===== config.mk =====
export PLATFORM = sky130hd
export DESIGN_NAME = scaler_axis_cfggen_flat
export DESIGN_NICKNAME = d
export VERILOG_FILES = /design/src/rtl/scaler_axis_cfggen_if.sv /design/src/rtl/scaler_axis_cfggen.sv /design/src/flat_wrapper.sv
export SDC_FILE = /design/constraint.sdc
export NUM_CORES = 2
export LEC_CHECK = 0
export CAP_MARGIN = 20
export CORE_ASPECT_RATIO = 0.75
export CORE_MARGIN = 8
export CORE_UTILIZATION = 67
export DETAILED_ROUTE_END_ITERATION = 10
export PLACE_DENSITY = 0.87
export SYNTH_ARGS = -nofsm -noshare
export SYNTH_HDL_FRONTEND = slang
export SYNTH_SLANG_ARGS = --single-unit

===== constraint.sdc =====
create_clock -name SYS_CLK -period 15.94 [get_ports SYS_CLK]
set_clock_uncertainty 0.15 [all_clocks]
set_input_delay 3.985 -clock SYS_CLK [delete_from_list [all_inputs] [get_ports SYS_CLK]]
set_output_delay 3.985 -clock SYS_CLK [all_outputs]
set_load 0.01 [all_outputs]

===== src/rtl/scaler_axis_cfggen_if.sv =====
// Configuration bundle for one scaler axis: size requests in, computed
// interpolation/crop results and status out.
interface scaler_axis_cfggen_if #(
  parameter int IN_W  = 10,
  parameter int OUT_W = 12,
  parameter int DIV_W = 18
);
  logic [IN_W-1:0]  in_full_i;
  logic [OUT_W-1:0] out_size_i;
  logic [OUT_W-1:0] out_active_i;
  logic [1:0]       align_mode_i;
  logic [IN_W-1:0]  user_ofs_i;
  logic             cfg_req_i;

  logic [DIV_W-1:0] interp_factor_o;
  logic [IN_W-1:0]  in_needed_o;
  logic [IN_W-1:0]  in_first_o;
  logic [IN_W-1:0]  in_full_o;
  logic [OUT_W-1:0] out_size_o;
  logic             busy_o;
  logic             upd_o;
  logic             div0_o;

  // requester side
  modport master (
    output in_full_i, out_size_i, out_active_i, align_mode_i, user_ofs_i, cfg_req_i,
    input  interp_factor_o, in_needed_o, in_first_o, in_full_o, out_size_o,
           busy_o, upd_o, div0_o
  );

  // generator side
  modport slave (
    input  in_full_i, out_size_i, out_active_i, align_mode_i, user_ofs_i, cfg_req_i,
    output interp_factor_o, in_needed_o, in_first_o, in_full_o, out_size_o,
           busy_o, upd_o, div0_o
  );
endinterface


===== src/rtl/scaler_axis_cfggen.sv =====
// Single-axis scaler configuration generator. Snapshots the size request,
// divides 2^(DIV_W-1) by out_size serially, scales by in_full*out_active in
// two registered multiplies, then clamps and aligns the crop window.
// Every result is published together on one edge with a one-cycle upd_o.
module scaler_axis_cfggen #(
  parameter int IN_W  = 10,
  parameter int OUT_W = 12,
  parameter int DIV_W = 18
) (
  input logic              SYS_CLK,
  input logic              SYS_RST,
  scaler_axis_cfggen_if.slave cfg
);

  localparam int CNT_W = $clog2(DIV_W);
  localparam int P1_W  = DIV_W + IN_W;
  localparam int P2_W  = P1_W + OUT_W;
  localparam logic [DIV_W-1:0] DVD_INIT = {1'b1, {(DIV_W-1){1'b0}}};
  localparam logic [P2_W:0]    RND      = (P2_W+1)'(1) << (DIV_W-2);

  typedef enum logic [2:0] {S_IDLE, S_DIV, S_MUL1, S_MUL2, S_POST, S_OUT} state_t;
  state_t state, state_nx;

  // request snapshot: operands for the whole job and the change-detect reference
  logic [IN_W-1:0]  snap_full, snap_ofs;
  logic [OUT_W-1:0] snap_size, snap_act;
  logic [1:0]       snap_align;
  logic             force_pend, req_pend;

  logic [OUT_W-1:0] rem;
  logic [DIV_W-1:0] quot, dvd;
  logic [CNT_W-1:0] cnt;
  logic [P1_W-1:0]  p1;
  logic [P2_W-1:0]  p2;
  logic [IN_W-1:0]  need_r, first_r;

  logic [DIV_W-1:0] f_q;
  logic [IN_W-1:0]  need_q, first_q, full_q;
  logic [OUT_W-1:0] size_q;
  logic             busy_q, upd_q, div0_q;

  logic             changed, start;
  logic [OUT_W:0]   rem_sh;
  logic             ge;
  logic [OUT_W-1:0] rem_nx;
  logic [DIV_W-1:0] f_eff;
  logic [P2_W:0]    p2_rnd, raw;
  logic [IN_W-1:0]  need_c, spare_c, first_c;

  // change detect, divider step, rounding/clamp/alignment
  always_comb begin
    changed = (cfg.in_full_i    != snap_full)  ||
              (cfg.out_size_i   != snap_size)  ||
              (cfg.out_active_i != snap_act)   ||
              (cfg.align_mode_i != snap_align) ||
              (cfg.user_ofs_i   != snap_ofs);
    start   = force_pend || req_pend || cfg.cfg_req_i || changed;

    rem_sh  = {rem, dvd[DIV_W-1]};
    ge      = rem_sh >= {1'b0, snap_size};
    rem_nx  = ge ? OUT_W'(rem_sh - {1'b0, snap_size}) : rem_sh[OUT_W-1:0];

    // divide by zero saturates the factor
    f_eff   = (snap_size == '0) ? '1 : quot;

    p2_rnd  = {1'b0, p2} + RND;
    raw     = p2_rnd >> (DIV_W-1);
    need_c  = (raw > {{(P2_W+1-IN_W){1'b0}}, snap_full}) ? snap_full : IN_W'(raw);
    spare_c = snap_full - need_c;
    first_c = '0;
    case (snap_align)
      2'd0:    first_c = spare_c >> 1;
      2'd1:    first_c = '0;
      2'd2:    first_c = spare_c;
      default: first_c = (snap_ofs < spare_c) ? snap_ofs : spare_c;
    endcase
  end

  // state register
  always_ff @(posedge SYS_CLK or posedge SYS_RST) begin
    if (SYS_RST) state <= S_IDLE;
    else         state <= state_nx;
  end

  // next state: fixed-length walk through the pipeline once started
  always_comb begin
    state_nx = state;
    case (state)
      S_IDLE:  if (start) state_nx = S_DIV;
      S_DIV:   if (cnt == CNT_W'(DIV_W-1)) state_nx = S_MUL1;
      S_MUL1:  state_nx = S_MUL2;
      S_MUL2:  state_nx = S_POST;
      S_POST:  state_nx = S_OUT;
      S_OUT:   state_nx = S_IDLE;
      default: state_nx = S_IDLE;
    endcase
  end

  // datapath, pending flags and the published result registers
  always_ff @(posedge SYS_CLK or posedge SYS_RST) begin
    if (SYS_RST) begin
      snap_full  <= '0; snap_size <= '0; snap_act <= '0;
      snap_align <= '0; snap_ofs  <= '0;
      force_pend <= 1'b1;
      req_pend   <= 1'b0;
      rem <= '0; quot <= '0; dvd <= '0; cnt <= '0;
      p1 <= '0; p2 <= '0; need_r <= '0; first_r <= '0;
      f_q <= '0; need_q <= '0; first_q <= '0; full_q <= '0; size_q <= '0;
      busy_q <= 1'b0; upd_q <= 1'b0; div0_q <= 1'b0;
    end else begin
      upd_q <= 1'b0;
      if (state != S_IDLE && cfg.cfg_req_i) req_pend <= 1'b1;
      case (state)
        S_IDLE: if (start) begin
          snap_full  <= cfg.in_full_i;
          snap_size  <= cfg.out_size_i;
          snap_act   <= cfg.out_active_i;
          snap_align <= cfg.align_mode_i;
          snap_ofs   <= cfg.user_ofs_i;
          force_pend <= 1'b0;
          req_pend   <= 1'b0;
          busy_q     <= 1'b1;
          rem        <= '0;
          quot       <= '0;
          dvd        <= DVD_INIT;
          cnt        <= '0;
        end
        S_DIV: begin
          rem  <= rem_nx;
          quot <= {quot[DIV_W-2:0], ge};
          dvd  <= {dvd[DIV_W-2:0], 1'b0};
          cnt  <= cnt + 1'b1;
        end
        S_MUL1: p1 <= P1_W'(f_eff) * P1_W'(snap_full);
        S_MUL2: p2 <= P2_W'(p1) * P2_W'(snap_act);
        S_POST: begin
          need_r  <= need_c;
          first_r <= first_c;
        end
        S_OUT: begin
          f_q     <= f_eff;
          need_q  <= need_r;
          first_q <= first_r;
          full_q  <= snap_full;
          size_q  <= snap_size;
          div0_q  <= (snap_size == '0);
          upd_q   <= 1'b1;
          busy_q  <= 1'b0;
        end
        default: ;
      endcase
    end
  end

  assign cfg.interp_factor_o = f_q;
  assign cfg.in_needed_o     = need_q;
  assign cfg.in_first_o      = first_q;
  assign cfg.in_full_o       = full_q;
  assign cfg.out_size_o      = size_q;
  assign cfg.busy_o          = busy_q;
  assign cfg.upd_o           = upd_q;
  assign cfg.div0_o          = div0_q;

endmodule


===== src/flat_wrapper.sv =====
// flat-port wrapper written by rule: the top's interface ports become plain ports
module scaler_axis_cfggen_flat 
#(
  parameter int IN_W  = 10,
  parameter int OUT_W = 12,
  parameter int DIV_W = 18
)
  (SYS_CLK, SYS_RST, cfg_in_full_i, cfg_out_size_i, cfg_out_active_i, cfg_align_mode_i, cfg_user_ofs_i, cfg_cfg_req_i, cfg_interp_factor_o, cfg_in_needed_o, cfg_in_first_o, cfg_in_full_o, cfg_out_size_o, cfg_busy_o, cfg_upd_o, cfg_div0_o);
  scaler_axis_cfggen_if #(.IN_W(IN_W), .OUT_W(OUT_W), .DIV_W(DIV_W)) cfg_i ();
  input logic SYS_CLK;
  input logic SYS_RST;
  input wire logic [$bits(cfg_i.in_full_i)-1:0] cfg_in_full_i;
  input wire logic [$bits(cfg_i.out_size_i)-1:0] cfg_out_size_i;
  input wire logic [$bits(cfg_i.out_active_i)-1:0] cfg_out_active_i;
  input wire logic [$bits(cfg_i.align_mode_i)-1:0] cfg_align_mode_i;
  input wire logic [$bits(cfg_i.user_ofs_i)-1:0] cfg_user_ofs_i;
  input wire logic [$bits(cfg_i.cfg_req_i)-1:0] cfg_cfg_req_i;
  output wire logic [$bits(cfg_i.interp_factor_o)-1:0] cfg_interp_factor_o;
  output wire logic [$bits(cfg_i.in_needed_o)-1:0] cfg_in_needed_o;
  output wire logic [$bits(cfg_i.in_first_o)-1:0] cfg_in_first_o;
  output wire logic [$bits(cfg_i.in_full_o)-1:0] cfg_in_full_o;
  output wire logic [$bits(cfg_i.out_size_o)-1:0] cfg_out_size_o;
  output wire logic [$bits(cfg_i.busy_o)-1:0] cfg_busy_o;
  output wire logic [$bits(cfg_i.upd_o)-1:0] cfg_upd_o;
  output wire logic [$bits(cfg_i.div0_o)-1:0] cfg_div0_o;
  assign cfg_i.in_full_i = cfg_in_full_i;
  assign cfg_i.out_size_i = cfg_out_size_i;
  assign cfg_i.out_active_i = cfg_out_active_i;
  assign cfg_i.align_mode_i = cfg_align_mode_i;
  assign cfg_i.user_ofs_i = cfg_user_ofs_i;
  assign cfg_i.cfg_req_i = cfg_cfg_req_i;
  assign cfg_interp_factor_o = cfg_i.interp_factor_o;
  assign cfg_in_needed_o = cfg_i.in_needed_o;
  assign cfg_in_first_o = cfg_i.in_first_o;
  assign cfg_in_full_o = cfg_i.in_full_o;
  assign cfg_out_size_o = cfg_i.out_size_o;
  assign cfg_busy_o = cfg_i.busy_o;
  assign cfg_upd_o = cfg_i.upd_o;
  assign cfg_div0_o = cfg_i.div0_o;
  scaler_axis_cfggen #(.IN_W(IN_W), .OUT_W(OUT_W), .DIV_W(DIV_W)) u_core (.SYS_CLK(SYS_CLK), .SYS_RST(SYS_RST), .cfg(cfg_i));
endmodule

==> impl.org <==
** Worst setup path
- The critical path is of the flip-flop to flip-flop type.
- Data on the critical path is required at its endpoint by 16230 ps.
- Critical path's largest stage delay :: 990 ps
- CP endpoint kind :: flip-flop
- CP max-delay cell :: sky130_fd_sc_hd__dfrtp_1
- In this design, the critical path's most frequently occurring cell is sky130_fd_sc_hd__o21ai_0.
- CP Data Arrival Time :: 8390 ps
- The worst setup path is launched from a flip-flop.
- Along the worst path, the maximum fanout reaches 25.
- In this run the register-to-register setup slack is 7840 ps.

** Floorplanning
- In this run the count of I/O pins placed on the die edge is 112.
- Die span in y :: 188 um
- The initial utilization of the core area, before any placement, comes to 0.673.
- Row count :: 63
- The die covers 45900 sq um.
- Placeable core area :: 39100 sq um
- Die X-Extent :: 245 um

** Global routing
- Aggregate global-route resource usage :: 0.315
- Entering global routing, the biggest net connects 109 pins.
- Total global routing overflow :: 0
- Number of antenna violations at the first check in global routing :: 0
- Number of global-route vias before repair :: 22199
- The first global-routing pass estimated 117000 um of wire.

** Route
- Number of design rule violations left after detail routing :: 0
- Iteration count of the initial detailed-routing pass :: 5
- Via total after detailed routing :: 20867
- Sum of routed wire length over all layers :: 70800 um
- Vias per inst :: 5.99
- Detailed-route wire length per cell :: 20.3 um
- After the first detailed-routing iteration, the DRC count stood at 2186.
- Residual antenna-violating net count after detailed routing :: 0

** Final layout
- Layout overhead on the synthesized area :: 8.58%
- For this run, the post-layout net count is 3561.
- The filler cells instantiated in the layout total 2791.
- The number of antenna diodes in the final layout is 0.
- Share of final-layout standard cells stronger than drive strength 1 :: 0.0516

** Timing
- Max Slew Vio Count :: 0
- Max-slew headroom :: 0.265
- Hold Fails Final Rpt :: 0
- For this run, the top clock speed supported by timing is 123 MHz.
- For the finished layout, the period the worst path requires is 8100 ps.
- Unrepaired setup endpoints after global routing :: no
- Period Utilization, post-route :: 0.508
- Sum Neg Setup Slack :: 0 ps
- For the pin with the worst max-slew slack, the measured transition is 1100 ps.
- Setup-failing EPs final :: 0

** Clocking
- Hold repair after CTS inserted 0 buffers.
- Post-cts gate resize count :: 0
- Number of CTS-inserted buffers :: 23
- Clock-pin slew was measured on the worst setup and hold paths at 70 ps.
- No sink is reached through more buffers than the 3 on the longest clock path.
- TritonCTS built the clock tree.
- Clock sink count :: 222
- The clock reaches the later pin of the worst-skew pair after 550 ps.
- Clock tree synthesis selected as its root buffer the cell sky130_fd_sc_hd__clkbuf_16.
- CTS built an H-tree with a depth of 1.
- Post-CTS Setup Inserts :: 0

** Job
- The tool flagged a number of max-cap violations equal to 0.

** Placement
- Detailed placement finished with a half-perimeter wire length of 55400 um.
- Routability-driven placement finished with a final weighted congestion of 0.977.
- Total of buffers placed on input and output ports :: 111

** Yosys
- Syn. warnings :: 0
- A synthesized cell averages 8.95 sq um.
- Yosys reg bits :: 222
- Cells after Synth :: 2940
- For this run, the leading register cell type out of synthesis is sky130_fd_sc_hd__dfrtp_1.
- The share of the Yosys chip area taken by registers is 0.211.
- The mapped netlist covers 26300 sq um.
- In this run, distinct cell masters in the synthesized netlist total 79.
- In the synthesized netlist the async set-or-reset flop fraction comes to 1.00.
- EDFF count, synth :: 0
- Syn_nets :: 3555

** Hold path
- Worst min-delay path category :: flip-flop to flip-flop

** Status
- Run status :: complete, no violations
==> sequential cells by signal (all words and copies together), names as in the netlist, 12 cells and up <==
name / flops
u_core.cfg.out_size_o: 12
u_core.snap_act: 12
u_core.cfg.interp_factor_o: 18
u_core.p2: 24
u_core.p1: 28
u_core.quot: 18
u_core.snap_size: 12
u_core.rem: 12
==> final timing paths <==
path                                           from                end  cells past startpoint
worst max-delay path            u_core.snap_full[3]  u_core.first_r[0]                     29
worst min-delay path               u_core.need_r[3]   u_core.need_r[3]                      1
worst max register to register  u_core.snap_full[3]  u_core.first_r[0]                     29
worst min register to register     u_core.need_r[3]   u_core.need_r[3]                      1
max in group asynchronous                   SYS_RST      u_core.p1[23]                      3
min in group asynchronous                   SYS_RST  u_core.first_r[1]                      2
==> per-stage QoR <==
step	hold slack, ps	cell area [sq um]	util	setup WS (ps)	instances
after floorplan	292	26300	-	5730	2940
after global placement	306	27600	0.707	8000	3435
after detailed placement	319	27600	0.707	7740	3435
after CTS	333	28400	0.727	7670	3477
after global routing	357	28600	0.731	7120	3483
final	330	28600	0.731	7840	3483
==> cells in the mapped netlist, types with 17 or more instances <==
| cell | n | area, sq um |
|---|---|---|
| sky130_fd_sc_hd__xnor2_1 | 59 | 517 |
| sky130_fd_sc_hd__nor4_1 | 17 | 106 |
| sky130_fd_sc_hd__a21oi_1 | 48 | 240 |
| sky130_fd_sc_hd__dfrtp_1 | 221 | 5530 |
| sky130_fd_sc_hd__inv_1 | 450 | 1690 |
| sky130_fd_sc_hd__xor2_1 | 54 | 473 |
| sky130_fd_sc_hd__mux2_2 | 49 | 552 |
| sky130_fd_sc_hd__or2_2 | 21 | 131 |
| sky130_fd_sc_hd__o21ai_0 | 181 | 906 |
| sky130_fd_sc_hd__nor2_1 | 157 | 589 |
| sky130_fd_sc_hd__nand3_1 | 24 | 120 |
| sky130_fd_sc_hd__fa_1 | 387 | 7750 |
| sky130_fd_sc_hd__ha_1 | 179 | 2240 |
| sky130_fd_sc_hd__a21o_1 | 38 | 285 |
| sky130_fd_sc_hd__nand2_1 | 555 | 2080 |
| sky130_fd_sc_hd__clkbuf_1 | 144 | 541 |
| sky130_fd_sc_hd__and2_1 | 120 | 751 |
==> kinds of logic after synthesis <==
kind of cell / Yosys count / share of synthesized area
AOI/OAI and AO/OA: 383 / 0.0901
xor gates and xnor gates: 114 / 0.0382
adders and majority gates: 566 / 0.380
buffers and inverters: 606 / 0.0874
DFF: 222 / 0.211
muxes: 62 / 0.0261
and+or+nand+nor: 987 / 0.168
==> critical path, delay by kind of cell (launching register included) <==
| family | cells | cell delay [ps] |
|---|---|---|
| AND/OR/NAND/NOR | 7 | 960 |
| flip-flops | 1 | 990 |
| AO/OA/AOI/OAI | 16 | 3920 |
| adder cells (fa/ha/maj) | 3 | 1000 |
| XOR/XNOR | 1 | 200 |
| buffers and inverters | 2 | 770 |
==> cell type report <==
class,instances,area [sq um],share of cell area
Clock buffer,28,604,0.0211
Clock inverter,14,194,0.00679
Inverter,451,1700,0.0595
Multi-Input combinational cell,2112,18500,0.646
Sequential cell,222,5560,0.194
Tap cell,520,651,0.0228
Timing Repair Buffer,136,1400,0.0490
==> per-layer routing <==
layer / share of wire / vias to the layer above / global-route usage
met5: 0 / - / 0
met4: 0.034 / 0 / 0.106
met3: 0.087 / 176 / 0.0589
met2: 0.46 / 1003 / 0.497
met1: 0.41 / 10490 / 0.439
li1: - / 9198 / -
==> layout by cell type (no fill, tap or decap), drive strengths merged, types with 38 or more instances in the layout <==
master         synthesis  layout
clkdlybuf4s50          0     111
and2                 120     120
inv                  450     453
a21o                  38      38
ha                   179     179
nor2                 157     157
xnor2                 59      59
a21oi                 48      48
xor2                  55      55
nand2                555     555
fa                   387     387
mux2                  50      50
dfrtp                221     221
o21ai                183     183
Power is not shown: default switching activity piles up to over one toggle a cycle in this logic, so the estimate is an artifact.
